===== src/rtl/tfacc_outbuf.sv =====
// tfacc_outbuf: collects byte-wide core result writes into 16-byte lines.
// Each line has per-byte strobes. Closed lines wait in a small FIFO, and
// each one is written out as a single-beat 128-bit AXI4 write.
module tfacc_outbuf #(
  parameter int FIFO_DEPTH = 4,
  parameter int ADDR_WIDTH = 40
) (
  input  logic                  clk,
  input  logic                  reset,
  input  logic                  o_we,
  input  logic [31:0]           o_adr,
  input  logic [7:0]            o_d,
  output logic                  o_rdy,
  input  logic                  flush,
  output logic                  busy,
  output logic                  err,
  output logic [3:0]            M00_AXI_AWID,
  output logic [ADDR_WIDTH-1:0] M00_AXI_AWADDR,
  output logic [7:0]            M00_AXI_AWLEN,
  output logic [2:0]            M00_AXI_AWSIZE,
  output logic [1:0]            M00_AXI_AWBURST,
  output logic [3:0]            M00_AXI_AWCACHE,
  output logic [2:0]            M00_AXI_AWPROT,
  output logic                  M00_AXI_AWVALID,
  input  logic                  M00_AXI_AWREADY,
  output logic [127:0]          M00_AXI_WDATA,
  output logic [15:0]           M00_AXI_WSTRB,
  output logic                  M00_AXI_WLAST,
  output logic                  M00_AXI_WVALID,
  input  logic                  M00_AXI_WREADY,
  input  logic [1:0]            M00_AXI_BRESP,
  input  logic                  M00_AXI_BVALID,
  output logic                  M00_AXI_BREADY
);

  localparam int PW = $clog2(FIFO_DEPTH);
  localparam logic [PW:0] DEPTH_CNT = (PW+1)'(FIFO_DEPTH);

  typedef enum logic [1:0] {S_IDLE, S_XFER, S_RESP} state_t;

  // Open (coalescing) line
  logic [27:0]  tag_q, tag_d;
  logic [127:0] data_q, data_d;
  logic [15:0]  strb_q, strb_d;
  logic         valid_q, valid_d;
  logic         flush_pend_q, flush_pend_d;

  // Closed-line FIFO storage and pointers
  logic [27:0]  mem_tag  [FIFO_DEPTH];
  logic [127:0] mem_data [FIFO_DEPTH];
  logic [15:0]  mem_strb [FIFO_DEPTH];
  logic [PW-1:0] wr_ptr_q, rd_ptr_q;
  logic [PW:0]   count_q;

  // Write channel FSM and output registers
  state_t                state_q, state_d;
  logic                  awvalid_q, awvalid_d;
  logic                  wvalid_q, wvalid_d;
  logic                  bready_q, bready_d;
  logic                  err_q, err_d;
  logic [ADDR_WIDTH-1:0] awaddr_q;
  logic [127:0]          wdata_q;
  logic [15:0]           wstrb_q;

  logic fifo_full, fifo_empty, accept, tag_hit, flush_do, push, pop;

  assign fifo_full  = (count_q == DEPTH_CNT);
  assign fifo_empty = (count_q == '0);
  assign o_rdy      = !fifo_full;
  assign accept     = o_we && !fifo_full;
  assign tag_hit    = valid_q && (tag_q == o_adr[31:4]);
  // Flush only proceeds in a cycle with no write so it never races a merge.
  assign flush_do   = !o_we && !fifo_full && flush_pend_q;
  // Both close paths push the current open line as it stands.
  assign push       = (accept && valid_q && !tag_hit) || (flush_do && valid_q);

  // Open-line next state: merge, reopen on tag change, close on flush.
  always_comb begin
    tag_d        = tag_q;
    data_d       = data_q;
    strb_d       = strb_q;
    valid_d      = valid_q;
    flush_pend_d = flush_pend_q;
    if (flush_do) begin
      valid_d      = 1'b0;
      flush_pend_d = 1'b0;
    end
    if (accept) begin
      if (tag_hit) begin
        data_d[{o_adr[3:0], 3'b000} +: 8] = o_d;
        strb_d[o_adr[3:0]]                = 1'b1;
      end else begin
        tag_d                             = o_adr[31:4];
        data_d                            = '0;
        data_d[{o_adr[3:0], 3'b000} +: 8] = o_d;
        strb_d                            = 16'h0001 << o_adr[3:0];
        valid_d                           = 1'b1;
      end
    end
    if (flush) flush_pend_d = 1'b1;
  end

  // Open-line state registers.
  always_ff @(posedge clk or posedge reset) begin
    if (reset) begin
      tag_q        <= '0;
      data_q       <= '0;
      strb_q       <= '0;
      valid_q      <= 1'b0;
      flush_pend_q <= 1'b0;
    end else begin
      tag_q        <= tag_d;
      data_q       <= data_d;
      strb_q       <= strb_d;
      valid_q      <= valid_d;
      flush_pend_q <= flush_pend_d;
    end
  end

  // FIFO storage: plain RAM write port, contents need no reset.
  always_ff @(posedge clk) begin
    if (push) begin
      mem_tag[wr_ptr_q]  <= tag_q;
      mem_data[wr_ptr_q] <= data_q;
      mem_strb[wr_ptr_q] <= strb_q;
    end
  end

  // FIFO pointers and occupancy; simultaneous push and pop leaves count alone.
  always_ff @(posedge clk or posedge reset) begin
    if (reset) begin
      wr_ptr_q <= '0;
      rd_ptr_q <= '0;
      count_q  <= '0;
    end else begin
      if (push) wr_ptr_q <= wr_ptr_q + 1'b1;
      if (pop)  rd_ptr_q <= rd_ptr_q + 1'b1;
      case ({push, pop})
        2'b10:   count_q <= count_q + 1'b1;
        2'b01:   count_q <= count_q - 1'b1;
        default: count_q <= count_q;
      endcase
    end
  end

  // Write FSM next state: AW and W complete independently, then wait for B.
  always_comb begin
    state_d   = state_q;
    awvalid_d = awvalid_q;
    wvalid_d  = wvalid_q;
    bready_d  = bready_q;
    err_d     = err_q;
    pop       = 1'b0;
    case (state_q)
      S_IDLE: begin
        if (!fifo_empty) begin
          pop       = 1'b1;
          awvalid_d = 1'b1;
          wvalid_d  = 1'b1;
          state_d   = S_XFER;
        end
      end
      S_XFER: begin
        if (awvalid_q && M00_AXI_AWREADY) awvalid_d = 1'b0;
        if (wvalid_q && M00_AXI_WREADY)   wvalid_d  = 1'b0;
        if (!awvalid_d && !wvalid_d) begin
          bready_d = 1'b1;
          state_d  = S_RESP;
        end
      end
      S_RESP: begin
        if (M00_AXI_BVALID) begin
          if (M00_AXI_BRESP != 2'b00) err_d = 1'b1;
          bready_d = 1'b0;
          state_d  = S_IDLE;
        end
      end
      default: state_d = S_IDLE;
    endcase
  end

  // FSM state, handshake flags and the registered read of the FIFO head.
  always_ff @(posedge clk or posedge reset) begin
    if (reset) begin
      state_q   <= S_IDLE;
      awvalid_q <= 1'b0;
      wvalid_q  <= 1'b0;
      bready_q  <= 1'b0;
      err_q     <= 1'b0;
      awaddr_q  <= '0;
      wdata_q   <= '0;
      wstrb_q   <= '0;
    end else begin
      state_q   <= state_d;
      awvalid_q <= awvalid_d;
      wvalid_q  <= wvalid_d;
      bready_q  <= bready_d;
      err_q     <= err_d;
      if (pop) begin
        awaddr_q <= {{(ADDR_WIDTH-32){1'b0}}, mem_tag[rd_ptr_q], 4'h0};
        wdata_q  <= mem_data[rd_ptr_q];
        wstrb_q  <= mem_strb[rd_ptr_q];
      end
    end
  end

  assign busy            = valid_q || flush_pend_q || !fifo_empty || (state_q != S_IDLE);
  assign err             = err_q;
  assign M00_AXI_AWID    = 4'h0;
  assign M00_AXI_AWADDR  = awaddr_q;
  assign M00_AXI_AWLEN   = 8'h00;
  assign M00_AXI_AWSIZE  = 3'b100;
  assign M00_AXI_AWBURST = 2'b01;
  assign M00_AXI_AWCACHE = 4'b0011;
  assign M00_AXI_AWPROT  = 3'b000;
  assign M00_AXI_AWVALID = awvalid_q;
  assign M00_AXI_WDATA   = wdata_q;
  assign M00_AXI_WSTRB   = wstrb_q;
  assign M00_AXI_WLAST   = wvalid_q;
  assign M00_AXI_WVALID  = wvalid_q;
  assign M00_AXI_BREADY  = bready_q;

endmodule


===== config.mk =====
export PLATFORM = sky130hd
export DESIGN_NAME = tfacc_outbuf
export DESIGN_NICKNAME = d
export VERILOG_FILES = /design/src/rtl/tfacc_outbuf.sv
export SDC_FILE = /design/constraint.sdc
export NUM_CORES = 1
export LEC_CHECK = 0
export CORE_AREA = 2 2 240 289
export DETAILED_ROUTE_END_ITERATION = 7
export DIE_AREA = 0 0 242 291
export GPL_TIMING_DRIVEN = 0
export PLACE_DENSITY = 0.85
export SYNTH_ARGS = -nofsm -noshare
export SYNTH_HDL_FRONTEND = slang
export SYNTH_SLANG_ARGS = --single-unit

===== constraint.sdc =====
create_clock -name clk -period 13.1 [get_ports clk]
set_input_delay 1.965 -clock clk [delete_from_list [all_inputs] [get_ports clk]]
set_output_delay 1.965 -clock clk [all_outputs]
set_load 0.02 [all_outputs]

==> out/metrics.csv <==
stage,metric,value,unit
status,outcome,completed,
final_layout,areaGrowthSynthToFinish,19.3,%
synth,synth_area,0.0394,mm²
timing,finalSetupViolations,0,
timing,period_share,40.3,%
clocking,clk_latency,0.66,ns
global_routing,grt_overflow,0,
final_layout,final_layout_size_suffix_gt1_share,27.2,%
worst_hold_path,hold_path_class,reg2reg,
routing,ant_nets,0,
floorplan,rows,105,
global_routing,grt_usage,26.1,%
global_routing,grt_max_degree,133,
final_layout,stdcell_count,3372,
placement,dpl.cell_count,3189,
worst_setup_path,cp-end-kind,flop,
clocking,ctsRootBufferMaster,clkbuf_16,
pwr,p_sw_share,30.9,%
synth,seq_area_frac_synth,75.2,%
global_routing,grt_antenna_before_repair,12,
final_layout,final_util,69.4,%
pwr,p_sw,3.47,mW
clocking,cts_num_sinks,1047,
floorplan,die-area,0.0704,mm²
clocking,numCtsBuffers,96,
global_routing,grt_pass1_vias,22100,
clocking,clk_path_buf_depth,3,
placement,portBuffers,227,
routing,vias,20800,
timing,tightest_slew,1.39,ns
pwr,p_int,7.78,mW
global_routing,grt_pass1_wl,137000,µm
worst_setup_path,r2r_cells,11,
worst_setup_path,r2r-start,tag_q[19],
floorplan,coreArea,0.0678,mm²
synth,synth-seq-cells,1047,
final_layout,final_cell_area,0.0470,mm²
worst_hold_path,hp-start,M00_AXI_WDATA[58],
worst_setup_path,critical_path_arrival,5.67,ns
worst_setup_path,cp-start-kind,input port,
clocking,hold_buffers,0,
placement,dp_hpwl,59100,µm
global_routing,grt_use_met2,45.2,%
pwr,ir_drop,0.181,mV
routing,first_pass_iters,5,
clocking,cts_tree,done,
worst_setup_path,path_max_fanout,25,
worst_hold_path,holdPathEnd,M00_AXI_WDATA[58],
pwr,pwr-share-clk,25.2,%
floorplan,chipHeight,291,µm
pwr,p_seq_share,42.5,%
clocking,clkTransAtPathRegs,0.06,ns
run,drv_cap,0,
clocking,h-tree-depth,3,
pwr,leakage,17.5,nW
synth,dominantRegCellSynth,edfxtp_1,
timing,hold_slack,0.503,ns
timing,period_needed,5.28,ns
timing,maxSlewViolCount,0,
routing,drt_iter0_drc,2039,
timing,clock_skew,0.0261,ns
synth,synthDistinctLibCells,52,
placement,place_congestion,0.889,
routing,drc_errors,0,
placement,place_area,0.0438,mm²
synth,syn_inst,1985,
global_routing,use_met1,31.6,%
final_layout,nNetsFinal,2442,
synth,async_flop_share,34.3,%
worst_setup_path,reg2reg_slack,9.13,ns
worst_setup_path,worst_r2r_endpoint,mem_data[2][57],
worst_setup_path,required,13.49,ns
synth,postSynthAreaPerCell,19.9,µm²
pwr,pwr-share-comb,32.4,%
pwr,power_density,239,mW/mm²
timing,grt_setup_unrepaired,false,
floorplan,initial_core_util,58.2,%
floorplan,die_w,242,µm
timing,hold_viol_final,0,
timing,max_freq,0.189,GHz
synth,synth_edf_count,688,
timing,maxSlewHeadroom,7.14,%
routing,totalWireLength,90800,µm
worst_hold_path,whs_path_depth,1,
global_routing,grt.busiest_layer,met2,
routing,via_per_inst,6.16,
routing,wire_per_inst,26.9,µm
clocking,postCtsSetupBuffers,0,
global_routing,grtUsageMet3,6.81,%
floorplan,io_pins,264,
worst_setup_path,critPathKind,in2reg,
clocking,cts_resized,0,
synth,ys_warn_count,0,
synth_stat cells, types with 6 or more instances:
master     number  area [µm²]
a32o_1         64         641
nand4_1         8        50.1
inv_1          15        56.3
mux4_2        172        3870
buf_4          45         338
a21oi_1        11        55.1
buf_2          45         225
xnor2_1        30         263
o22ai_1        24         150
nor3_1          6        30.0
nand3_1        24         120
dfrtp_1       359        8980
nand2_1       107         402
edfxtp_1      688       20700
mux2_2        201        2260
ha_1           14         175
clkbuf_1       43         161
a22o_1         12         105
nor2_1         21        78.8
o32ai_1         8        70.1
o21ai_0        14        70.1
o2bb2ai_1      24         210
power groups by stage:
stage               registers [mW]  logic, mW  clock network, mW
floorplan                     5.23       1.89                  0
global placement              5.13       3.37                  0
detailed placement            4.83       3.66                  0
CTS                           4.78       3.69               2.86
global route                  4.84       3.84               2.98
finish                        4.78       3.64               2.83
layer usage:
layer	wire (µm)	vias up
met5	152	-
met2	47400	1049
met1	31800	10900
li1	-	8612
met3	8070	234
met4	3380	22
worst max-delay path by stage:
stage                         end  cells past startpoint       from
6_report          mem_data[2][57]                     12  o_adr[23]
3_5_place_dp      mem_data[2][61]                     12  o_adr[23]
5_1_grt           mem_data[2][57]                     12  o_adr[23]
4_1_cts           mem_data[2][60]                     12  o_adr[23]
2_1_floorplan  M00_AXI_AWADDR[10]                      1      reset
3_3_place_gp      mem_data[2][61]                      8  o_adr[23]
placed cells by master, fill, tap and decap left out, types with 13 or more instances in the layout:
cell             count
conb_1              36
o2bb2ai_1           24
buf_4               45
o21ai_0             14
buf_2               45
nor2_1              21
nand3_1             24
mux4_2             172
xnor2_1             30
clkinv_2            14
o22ai_1             24
ha_1                14
buf_16              16
clkdlybuf4s50_1    227
mux2_2             201
inv_1               14
dfrtp_1            359
edfxtp_1           688
clkbuf_8            13
buf_12              18
a32o_1              64
nand2_1            107
clkbuf_1            61
clkbuf_16           98
area by class of cell:
class	instances	area, µm²
timing repair buffer	261	3070
antenna	3	7.51
sequential	1047	29600
buffer	137	756
tap	909	1140
multi-input combinational	819	9150
fill	4054	20700
inverter	16	67.6
clock buffer	129	2700
clock inverter	51	517
registers in the layout (all words and copies together), names as in the netlist, 16 cells and up:
register and count:
data_q 128, M00_AXI_WSTRB 16, mem_tag 112, M00_AXI_WDATA 128, tag_q 28, mem_data 512
M00_AXI_AWADDR 28, strb_q 16, mem_strb 64
per-stage QoR:
step / setup WS, ns / TNS (ns) / total power, mW
after floorplan: 1.17 / 0 / 7.12
after global placement: -6.08 / -5320.53 / 8.49
after detailed placement: 7.16 / 0 / 8.48
after CTS: 7.81 / 0 / 11.3
after global routing: 7.77 / 0 / 11.7
final: 7.82 / 0 / 11.3
critical path: stages:
cell	delay, ns
clkdlybuf4s50_1	0.46
xnor2_1	0.35
nand4_1	0.31
nor4_4	0.50
a21o_1	0.38
buf_4	0.30
buf_4	0.28
a21oi_4	0.24
buf_12	0.28
buf_12	0.18
buf_16	0.18
buf_12	0.18
kinds of logic (layout without fill, tap and decap cells):
logic type / Yosys count / in the layout / share of synthesized area, %
fa+ha+maj: 15 / 15 / 0.495
flops: 1047 / 1047 / 75.2
mux: 377 / 377 / 15.7
xor+xnor: 35 / 35 / 0.796
other cells: 2 / 39 / 0.0190
compound gates: 166 / 166 / 3.50
buf+inv: 153 / 594 / 2.07
simple gates: 190 / 190 / 2.28
No activity file was read; power rests on OpenSTA's default activity.
